File: src/rtl/vram_pkg.sv
// Shared types and defaults for the VRAM write port.
// Provides widths, window base, FSM states and the buffered store record.
package vram_pkg;

    localparam int DATA_W = 32;
    localparam int ADDR_W = 16;
    localparam logic [31:0] VRAM_BASE = 32'h0001_0000;

    typedef enum logic [1:0] {
        IDLE,
        ISSUE,
        HOLD
    } vram_state_t;

    typedef struct packed {
        logic [ADDR_W-1:0] addr;
        logic [DATA_W-1:0] data;
    } vram_req_t;

endpackage

File: src/rtl/vram_write_port_if.sv
// Bus bundle between processor, video controller and the VRAM write side.
// master: drives stores and blank_n; slave: the write port (drives vram_* and status).
interface vram_write_port_if
    import vram_pkg::*;
();

    logic              mem_write;
    logic [31:0]       data_adr;
    logic [DATA_W-1:0] write_data;
    logic              blank_n;
    logic              vram_we;
    logic [ADDR_W-1:0] vram_addr;
    logic [DATA_W-1:0] vram_wdata;
    logic              pending;
    logic              overflow;
    logic [7:0]        drop_cnt;

    modport master (
        output mem_write,
        output data_adr,
        output write_data,
        output blank_n,
        input  vram_we,
        input  vram_addr,
        input  vram_wdata,
        input  pending,
        input  overflow,
        input  drop_cnt
    );

    modport slave (
        input  mem_write,
        input  data_adr,
        input  write_data,
        input  blank_n,
        output vram_we,
        output vram_addr,
        output vram_wdata,
        output pending,
        output overflow,
        output drop_cnt
    );

endinterface

File: src/rtl/vram_write_port_fifo.sv
// sync_fifo: store buffer for the VRAM write port, generic entry type.
// Ports: clk, rst_n, push/din, pop/dout, full, empty. Caller never overfills/underflows.
module sync_fifo #(
    parameter int  DEPTH = 4,
    parameter type T     = logic
) (
    input  logic clk,
    input  logic rst_n,
    input  logic push,
    input  T     din,
    input  logic pop,
    output T     dout,
    output logic full,
    output logic empty
);

    localparam int AW = $clog2(DEPTH);

    T mem [DEPTH];

    logic [AW-1:0] wptr;
    logic [AW-1:0] rptr;
    logic [AW:0]   count;

    always_ff @(posedge clk or negedge rst_n) begin
        if (!rst_n) begin
            wptr  <= '0;
            rptr  <= '0;
            count <= '0;
        end else begin
            if (push) wptr <= wptr + 1'b1;
            if (pop)  rptr <= rptr + 1'b1;
            unique case ({push, pop})
                2'b10:   count <= count + 1'b1;
                2'b01:   count <= count - 1'b1;
                default: count <= count;
            endcase
        end
    end

    // Storage needs no reset: occupancy is tracked by count.
    always_ff @(posedge clk) begin
        if (push) mem[wptr] <= din;
    end

    assign dout  = mem[rptr];
    assign full  = (count == (AW+1)'(DEPTH));
    assign empty = (count == '0);

endmodule

File: src/rtl/vram_write_port.sv
// Buffers processor stores hitting the frame-buffer window; commits them to VRAM.
// Ports: clk, reset (async, active-low), bus (slave). Macro: VRAM_WRITE_ANYTIME_EN.
module vram_write_port
    import vram_pkg::*;
#(
    parameter int VRAM_WORDS = 65536,
    parameter int FIFO_DEPTH = 4
) (
    input logic               clk,
    input logic               reset,
    vram_write_port_if.slave  bus
);

    localparam logic [32:0] WIN_LO = {1'b0, VRAM_BASE};
    localparam logic [32:0] WIN_HI =
        WIN_LO + 33'(VRAM_WORDS) * 33'd4;

    vram_state_t state;
    vram_state_t state_nx;

    vram_req_t   head;
    vram_req_t   req;
    logic        full;
    logic        empty;
    logic        pop;
    logic        push;
    logic        drop;
    logic        hit;
    logic        win_open;
    logic        drain;
    logic [31:0] off;

    logic [ADDR_W-1:0] addr_q;
    logic [DATA_W-1:0] data_q;
    logic              ovf_q;
    logic [7:0]        drop_q;

`ifdef VRAM_WRITE_ANYTIME_EN
    // True dual-port VRAM: no need to wait for blanking.
    assign win_open = 1'b1;
`else
    assign win_open = !bus.blank_n;
`endif

    assign hit = bus.mem_write
              && ({1'b0, bus.data_adr} >= WIN_LO)
              && ({1'b0, bus.data_adr} <  WIN_HI);

    assign off      = bus.data_adr - VRAM_BASE;
    assign req.addr = ADDR_W'(off >> 2);
    assign req.data = bus.write_data;

    // A full FIFO still accepts when the head leaves this cycle.
    assign push  = hit && (!full || pop);
    assign drop  = hit && full && !pop;
    assign drain = !empty && win_open;

    sync_fifo #(
        .DEPTH (FIFO_DEPTH),
        .T     (vram_req_t)
    ) u_fifo (
        .clk   (clk),
        .rst_n (reset),
        .push  (push),
        .din   (req),
        .pop   (pop),
        .dout  (head),
        .full  (full),
        .empty (empty)
    );

    always_comb begin
        state_nx = state;
        pop      = 1'b0;
        unique case (state)
            IDLE: begin
                if (drain) state_nx = ISSUE;
            end
            ISSUE: begin
                pop      = 1'b1;
                state_nx = HOLD;
            end
            HOLD: begin
                state_nx = drain ? ISSUE : IDLE;
            end
            default: state_nx = IDLE;
        endcase
    end

    always_ff @(posedge clk or negedge reset) begin
        if (!reset) begin
            state  <= IDLE;
            addr_q <= '0;
            data_q <= '0;
            ovf_q  <= 1'b0;
            drop_q <= '0;
        end else begin
            state <= state_nx;
            if (state == ISSUE) begin
                addr_q <= head.addr;
                data_q <= head.data;
            end
            if (drop) begin
                ovf_q <= 1'b1;
                if (drop_q != 8'hFF) drop_q <= drop_q + 8'd1;
            end
        end
    end

    // Decoded from state so an async reset drops it at once.
    assign bus.vram_we    = (state == HOLD);
    assign bus.vram_addr  = addr_q;
    assign bus.vram_wdata = data_q;
    assign bus.pending    = !empty || (state != IDLE);
    assign bus.overflow   = ovf_q;
    assign bus.drop_cnt   = drop_q;

endmodule

File: src/flat_wrapper.sv
// flat-port wrapper written by rule: the top's interface ports become plain ports
module vram_write_port_flat import vram_pkg::*;
#(
    parameter int VRAM_WORDS = 65536,
    parameter int FIFO_DEPTH = 4
)
  (clk, reset, bus_mem_write, bus_data_adr, bus_write_data, bus_blank_n, bus_vram_we, bus_vram_addr, bus_vram_wdata, bus_pending, bus_overflow, bus_drop_cnt);
  vram_write_port_if bus_i ();
  input logic clk;
  input logic reset;
  input wire logic [$bits(bus_i.mem_write)-1:0] bus_mem_write;
  input wire logic [$bits(bus_i.data_adr)-1:0] bus_data_adr;
  input wire logic [$bits(bus_i.write_data)-1:0] bus_write_data;
  input wire logic [$bits(bus_i.blank_n)-1:0] bus_blank_n;
  output wire logic [$bits(bus_i.vram_we)-1:0] bus_vram_we;
  output wire logic [$bits(bus_i.vram_addr)-1:0] bus_vram_addr;
  output wire logic [$bits(bus_i.vram_wdata)-1:0] bus_vram_wdata;
  output wire logic [$bits(bus_i.pending)-1:0] bus_pending;
  output wire logic [$bits(bus_i.overflow)-1:0] bus_overflow;
  output wire logic [$bits(bus_i.drop_cnt)-1:0] bus_drop_cnt;
  assign bus_i.mem_write = bus_mem_write;
  assign bus_i.data_adr = bus_data_adr;
  assign bus_i.write_data = bus_write_data;
  assign bus_i.blank_n = bus_blank_n;
  assign bus_vram_we = bus_i.vram_we;
  assign bus_vram_addr = bus_i.vram_addr;
  assign bus_vram_wdata = bus_i.vram_wdata;
  assign bus_pending = bus_i.pending;
  assign bus_overflow = bus_i.overflow;
  assign bus_drop_cnt = bus_i.drop_cnt;
  vram_write_port #(.VRAM_WORDS(VRAM_WORDS), .FIFO_DEPTH(FIFO_DEPTH)) u_core (.clk(clk), .reset(reset), .bus(bus_i));
endmodule
File: config.mk
export PLATFORM = sky130hd
export DESIGN_NAME = vram_write_port_flat
export DESIGN_NICKNAME = d
export VERILOG_FILES = /design/src/rtl/vram_pkg.sv /design/src/rtl/vram_write_port_if.sv /design/src/rtl/vram_write_port_fifo.sv /design/src/rtl/vram_write_port.sv /design/src/flat_wrapper.sv
export SDC_FILE = /design/constraint.sdc
export NUM_CORES = 1
export LEC_CHECK = 0
export ABC_AREA = 1
export CORE_MARGIN = 2
export CORE_UTILIZATION = 55
export CTS_BUF_LIST = sky130_fd_sc_hd__clkbuf_16
export DETAILED_ROUTE_END_ITERATION = 6
export GPL_TIMING_DRIVEN = 0
export PLACE_DENSITY_LB_ADDON = 0.2
export SYNTH_ARGS = -nofsm -noshare
export SYNTH_HDL_FRONTEND = slang
export SYNTH_SLANG_ARGS = --single-unit
File: constraint.sdc
create_clock -name clk -period 4.35 [get_ports clk]
set_input_delay 0.87 -clock clk [delete_from_list [all_inputs] [get_ports clk]]
set_output_delay 0.87 -clock clk [all_outputs]
set_load 0.03 [all_outputs]
* Word level (Yosys, flattened, before mapping) *
Memories as Yosys holds them, arrays and structs flattened. A register that Yosys moved wholly into a read port is not among the register bits.
Index checks and enable logic that the tools add are counted.

operators by class
  $lt $le $gt $ge = 2
  equality and inequality tests = 7
  mux-type cells = 7
  add/subtract/negate cells = 6
  reduce and logical (&&, ||, !) cells = 18

operators by type and width
  cell                                                                             count
  32-bit by 17-bit >= comparator with 1-bit output (second input constant)         1
  32-bit by 19-bit less-than comparator with 1-bit output (second input constant)  1
  18-bit by 17-bit subtractor with 18-bit output (second input constant)           1
  8-bit by 1-bit adder with 8-bit output (second input constant)                   1
  8-bit inequality test (second input constant)                                    1
  1-bit logical AND                                                                6
  2-bit one-hot mux with 3 select lines                                            1
  3-bit one-hot mux with 2 select lines                                            1
  1-bit zero test                                                                  5
  2-bit by 1-bit adder with 2-bit output (second input constant)                   2
  2-bit by 1-bit == test with 1-bit output (second input constant)                 2
  2-bit == test (second input constant)                                            2
  1-bit two-way mux                                                                4
  2-bit nonzero test                                                               2
  3-bit by 1-bit adder with 3-bit output (second input constant)                   1
  3-bit == test (second input constant)                                            1
  3-bit zero test                                                                  1
  3-bit by 1-bit subtractor with 3-bit output (second input constant)              1
  2-bit zero test                                                                  1
  1-bit logical OR                                                                 2
  2-bit two-way mux                                                                1
  2-bit by 1-bit inequality test with 1-bit output (second input constant)         1
  2-bit AND reduction                                                              1

storage, ports and cells
  output and inout bits = 59
  memories = 1
  word-level logic and storage cells = 47
  input bits = 68
  RAM bits = 192
  flip-flop bits (word level) = 18

memory list
  memory             words  width  read ports  clocked after memory_dff  wr ports  RTL line                    text
  u_core.u_fifo.mem  4      48     1           1                         1         vram_write_port_fifo.sv:19  T mem [DEPTH];

* Longest topological paths before layout *
  word-level depth = 6
  depth in mapped cells = 17

* By module *
From an unflattened synthesis, not the netlist that was laid out.

second synthesis, totals
  cells, all modules = 918
  area, all modules = 11005.6 um^2

by module, submodules not included
  module           times used  area each (um^2)  cells an instance
  sync_fifo        1           8416.8            609
  vram_write_port  1           2588.7            309

* Worst setup path before layout *
OpenSTA, ideal clock, no wires.

  kind = in2reg
  from = input port bus_data_adr[16]
  to = memory u_core.u_fifo.mem[0][0] (netlist bit), enable pin
  data arrival time = 3.844 ns
  data required time = 3.896 ns
  cell stages on the path = 11
  setup time = 0.454 ns
  slack = 0.052 ns
  cell sequence = inv_1 ha_1 inv_1 nand2_1 and2_2 nand3_2 nor2_4 nand2_1 nor2_2 inv_2 nor2_1

between the ends
  word-level cells in the longest chain between the ends = 6

RTL lines
  what                                              RTL line                    text
  start: declaration                                flat_wrapper.sv:12          input wire logic [$bits(bus_i.data_adr)-1:0] bus_data_adr;
  32-bit by 17-bit >= comparator with 1-bit output  vram_write_port.sv:46       && ({1'b0, bus.data_adr} >= WIN_LO)
  1-bit logical AND                                 vram_write_port.sv:46
  1-bit logical AND (*)                             vram_write_port.sv:47       && ({1'b0, bus.data_adr} < WIN_HI);
  1-bit logical AND (*)                             vram_write_port.sv:54       assign push = hit && (!full || pop);
  1-bit two-way mux (*)                             vram_write_port_fifo.sv:43  if (push) mem[wptr] <= din;
  1-bit two-way mux (implied by the code) (*)       vram_write_port_fifo.sv:43
  end: declaration                                  vram_write_port_fifo.sv:19

Every way passes the cells marked *; elsewhere a longest branch is shown, timed or not.

* Worst setup path in the final report *
  from = input port bus_data_adr[16]
  to = memory u_core.u_fifo.mem[3][2] (netlist bit), enable pin

The elaborated chain is that of the path after synthesis.

==> metrics.yaml <==
run:
  maxCapViolations: 0
placed_design:
  place_congestion: 0.7544
  hpwlAfterDp_mm: 14.12
  dp.cells: 1183
  numPortBuffers: 126
  pre_cts_ws_ns: 0.5085
worst_setup_path:
  end_kind: "register"
  cp_slowest_cell: "nor2_4"
  start_kind: "input port"
  arrival_ns: 3.49
  r2r_slack_ns: 1.93
  critical-path-max-stage-delay_ns: 0.65
  path_cells: "clkdlybuf4s50_1 -> inv_1 -> ha_1 -> inv_1 -> nand2_1 -> and2_2 -> nand3_2 -> nor2_4 -> nand2_1 -> nor2_2 -> inv_2 -> nor2_4 -> buf_12"
  crit_required_ns: 4.56
  cp_top_family: "simple AND/OR/NAND/NOR gates"
  cp_max_fo: 27
  path_buf_inv: 5
  path_class: "input port to register"
power_and_ir_drop:
  switching_power_w: 0.002816
  comb_power_share_pct: 34.4
  p_int_w: 0.005136
  pwr-share-clk_pct: 26.8
  power_frac_seq_pct: 38.7
  power.total_w: 0.007953
  peakVddDrop_uv: 415.6
  sw_frac_of_total_pct: 35.41
  power.density_mw_per_mm2: 633.8
  leakagePower_nw: 4.588
yosys:
  yosysSeqAreaShare_pct: 73.83
  yosysWarnings: 0
  synth_area_sq_mm: 0.01005
  ys_types: 29
  synth_cells: 823
  avgSynthCellArea_sq_um: 12.21
  ys_seq_elements: 258
  syn_nets: 899
route:
  routed_wl_mm: 22.73
  drt_first_pass_iters: 6
  vias: 6732
  drtIter0Drc: 572
  via_per_inst: 5.469
  drc: 0
  antenna_left: 0
  routedWlPerCell_um: 18.47
layout:
  num-nets-final: 1058
  antennaDiodeCount: 0
  drive_gt1_share_pct: 9.481
  final_common_cell: "nor2_1"
  nFillCells: 1271
  final_cells: 1231
  mostFrequentLayoutCells: "nor2_1, edfxtp_1, clkdlybuf4s50_1, o21ai_0, dfrtp_1"
  syn_to_final_growth_pct: 24.90
floorplanning:
  initial_core_util_pct: 55.92
  die_w_um: 139.2
  ios: 127
  rows: 49
  dieArea_sq_mm: 0.01936
  core_sq_mm: 0.01796
  die_h_um: 139.2
outcome:
  status: "complete, no violations"
cts:
  cts_resized: 0
  numCtsBuffers: 26
  clock_sinks: 258
  htree_levels: 1
  hold_buffers: 0
  clk_latency_ns: 0.52
  clock-root-buffer: "clkbuf_16"
  cts_tree: "yes"
  post_cts_buffers: 0
  cts_buffer_depth: 3
  path_clk_slew_ns: 0.06
grt:
  grt_pass1_wl_mm: 35.39
  grt-ovfl-total: 0
  track_usage_pct: 23.28
  grt_max_degree: 38
  grt_pass1_vias: 6713
  antenna_found_initial: 0
timing:
  period_needed_ns: 3.282
  worst_slew_pin_slew_ns: 0.8418
  rsz0062_at_grt: "no"
  finalSetupTns_ns: 0
  skew_ns: 0.006544
  fin_ws_ns: 1.068
  relSlewSlack_pct: 43.75
  period_share_pct: 75.46
  maxSlewViolCount: 0
  finalSetupViolCount: 0
  report.final.hold_viol_count: 0
  fin_hold_ws_ns: 0.3006
  timing.fmax_mhz: 304.7
worst_hold_path:
  hp-class: "input port to async pin"
[registers in the layout, summed over array words and instances (netlist names)]
| name | flops |
|---|---|
| u_core.u_fifo.count | 3 |
| u_core.u_fifo.wptr | 2 |
| u_core.bus.overflow | 1 |
| u_core.bus.vram_wdata | 32 |
| u_core.state | 2 |
| u_core.bus.vram_addr | 16 |
| u_core.u_fifo.mem | 192 |
| u_core.u_fifo.rptr | 2 |
| u_core.bus.drop_cnt | 8 |
[per-layer routing]
metal | share of wire [%] | up-vias | track usage, % | routed length, um
li1 | - | 3172 | - | -
met1 | 42 | 3297 | 32.28 | 9648
met2 | 49 | 240 | 39.25 | 11230
met3 | 6.8 | 23 | 3.384 | 1541
met4 | 1.4 | 0 | 6.167 | 309
met5 | 0 | - | 0 | 0
[path summary, 6_finish.rpt]
| check | start | to | depth (start not counted) |
|---|---|---|---|
| hold reg to reg | u_core.state[0]$_DFFE_PN0P_ | u_core.state[0]$_DFFE_PN0P_ | 1 |
| min in group clk | u_core.state[0]$_DFFE_PN0P_ | u_core.state[0]$_DFFE_PN0P_ | 1 |
| setup reg to reg | u_core.state[0]$_DFFE_PN0P_ | u_core.u_fifo.mem[3][2]$_DFFE_PP_ | 9 |
| max in group asynchronous | reset | u_core.bus.drop_cnt[0]$_DFFE_PN0P_ | 2 |
| hold / removal | reset | u_core.bus.vram_wdata[16]$_DFFE_PN0N_ | 1 |
| setup / recovery | bus_data_adr[16] | u_core.u_fifo.mem[3][2]$_DFFE_PP_ | 13 |
[Yosys cell counts (all sizes together)]
library cell | instances | area, sq um
a31oi | 48 | 300.3
xnor2 | 3 | 26.28
nor3 | 1 | 5.000
nand4 | 4 | 40.04
a211oi | 1 | 7.510
dfrtp | 66 | 1652
inv | 31 | 116.4
nand2 | 33 | 128.9
o21ai | 97 | 485.5
fa | 1 | 20.02
and2 | 2 | 13.77
nand3 | 11 | 60.06
clkbuf | 15 | 61.31
xor2 | 7 | 61.31
ha | 7 | 87.58
buf | 27 | 142.6
nor2 | 277 | 1072
edfxtp | 192 | 5766
[stage by stage]
stage          instance area, sq um  util (%)
6_report                      12550     69.85
5_1_grt                       12550     69.85
4_1_cts                       12550     69.85
3_5_place_dp                  11720     65.25
3_3_place_gp                  11590     64.54
2_1_floorplan                 10050         -
[layout make-up]
cell class / count / area (sq um) / share of cell area (%)
clock inverter: 21 / 150.1 / 1.197
timing repair buffer: 131 / 1359 / 10.83
tap: 229 / 286.5 / 2.284
multi-input combinational: 492 / 2338 / 18.64
sequential: 258 / 7417 / 59.11
inverter: 31 / 116.4 / 0.9274
buffer: 42 / 203.9 / 1.625
clock buffer: 27 / 675.6 / 5.385
[logic make-up (layout without fill, tap and decap cells)]
group,Yosys count,in the layout,synth area share (%)
flip-flops,258,258,73.83
adder cells (fa/ha/maj),8,8,1.071
XOR/XNOR,10,10,0.8719
buffers and inverters,73,252,3.188
AND/OR/NAND/NOR,328,328,13.14
AO/OA/AOI/OAI,146,146,7.896
[power by group through the flow]
stage / Sequential [W] / Combinational (W) / Clock, W
2_1_floorplan: 0.00352 / 0.00125 / 0
6_report: 0.00308 / 0.00274 / 0.00213
5_1_grt: 0.00311 / 0.00298 / 0.00227
3_5_place_dp: 0.00313 / 0.00273 / 0
4_1_cts: 0.00308 / 0.00275 / 0.00215
3_3_place_gp: 0.00312 / 0.00266 / 0
No activity file was read; power rests on OpenSTA's default activity.
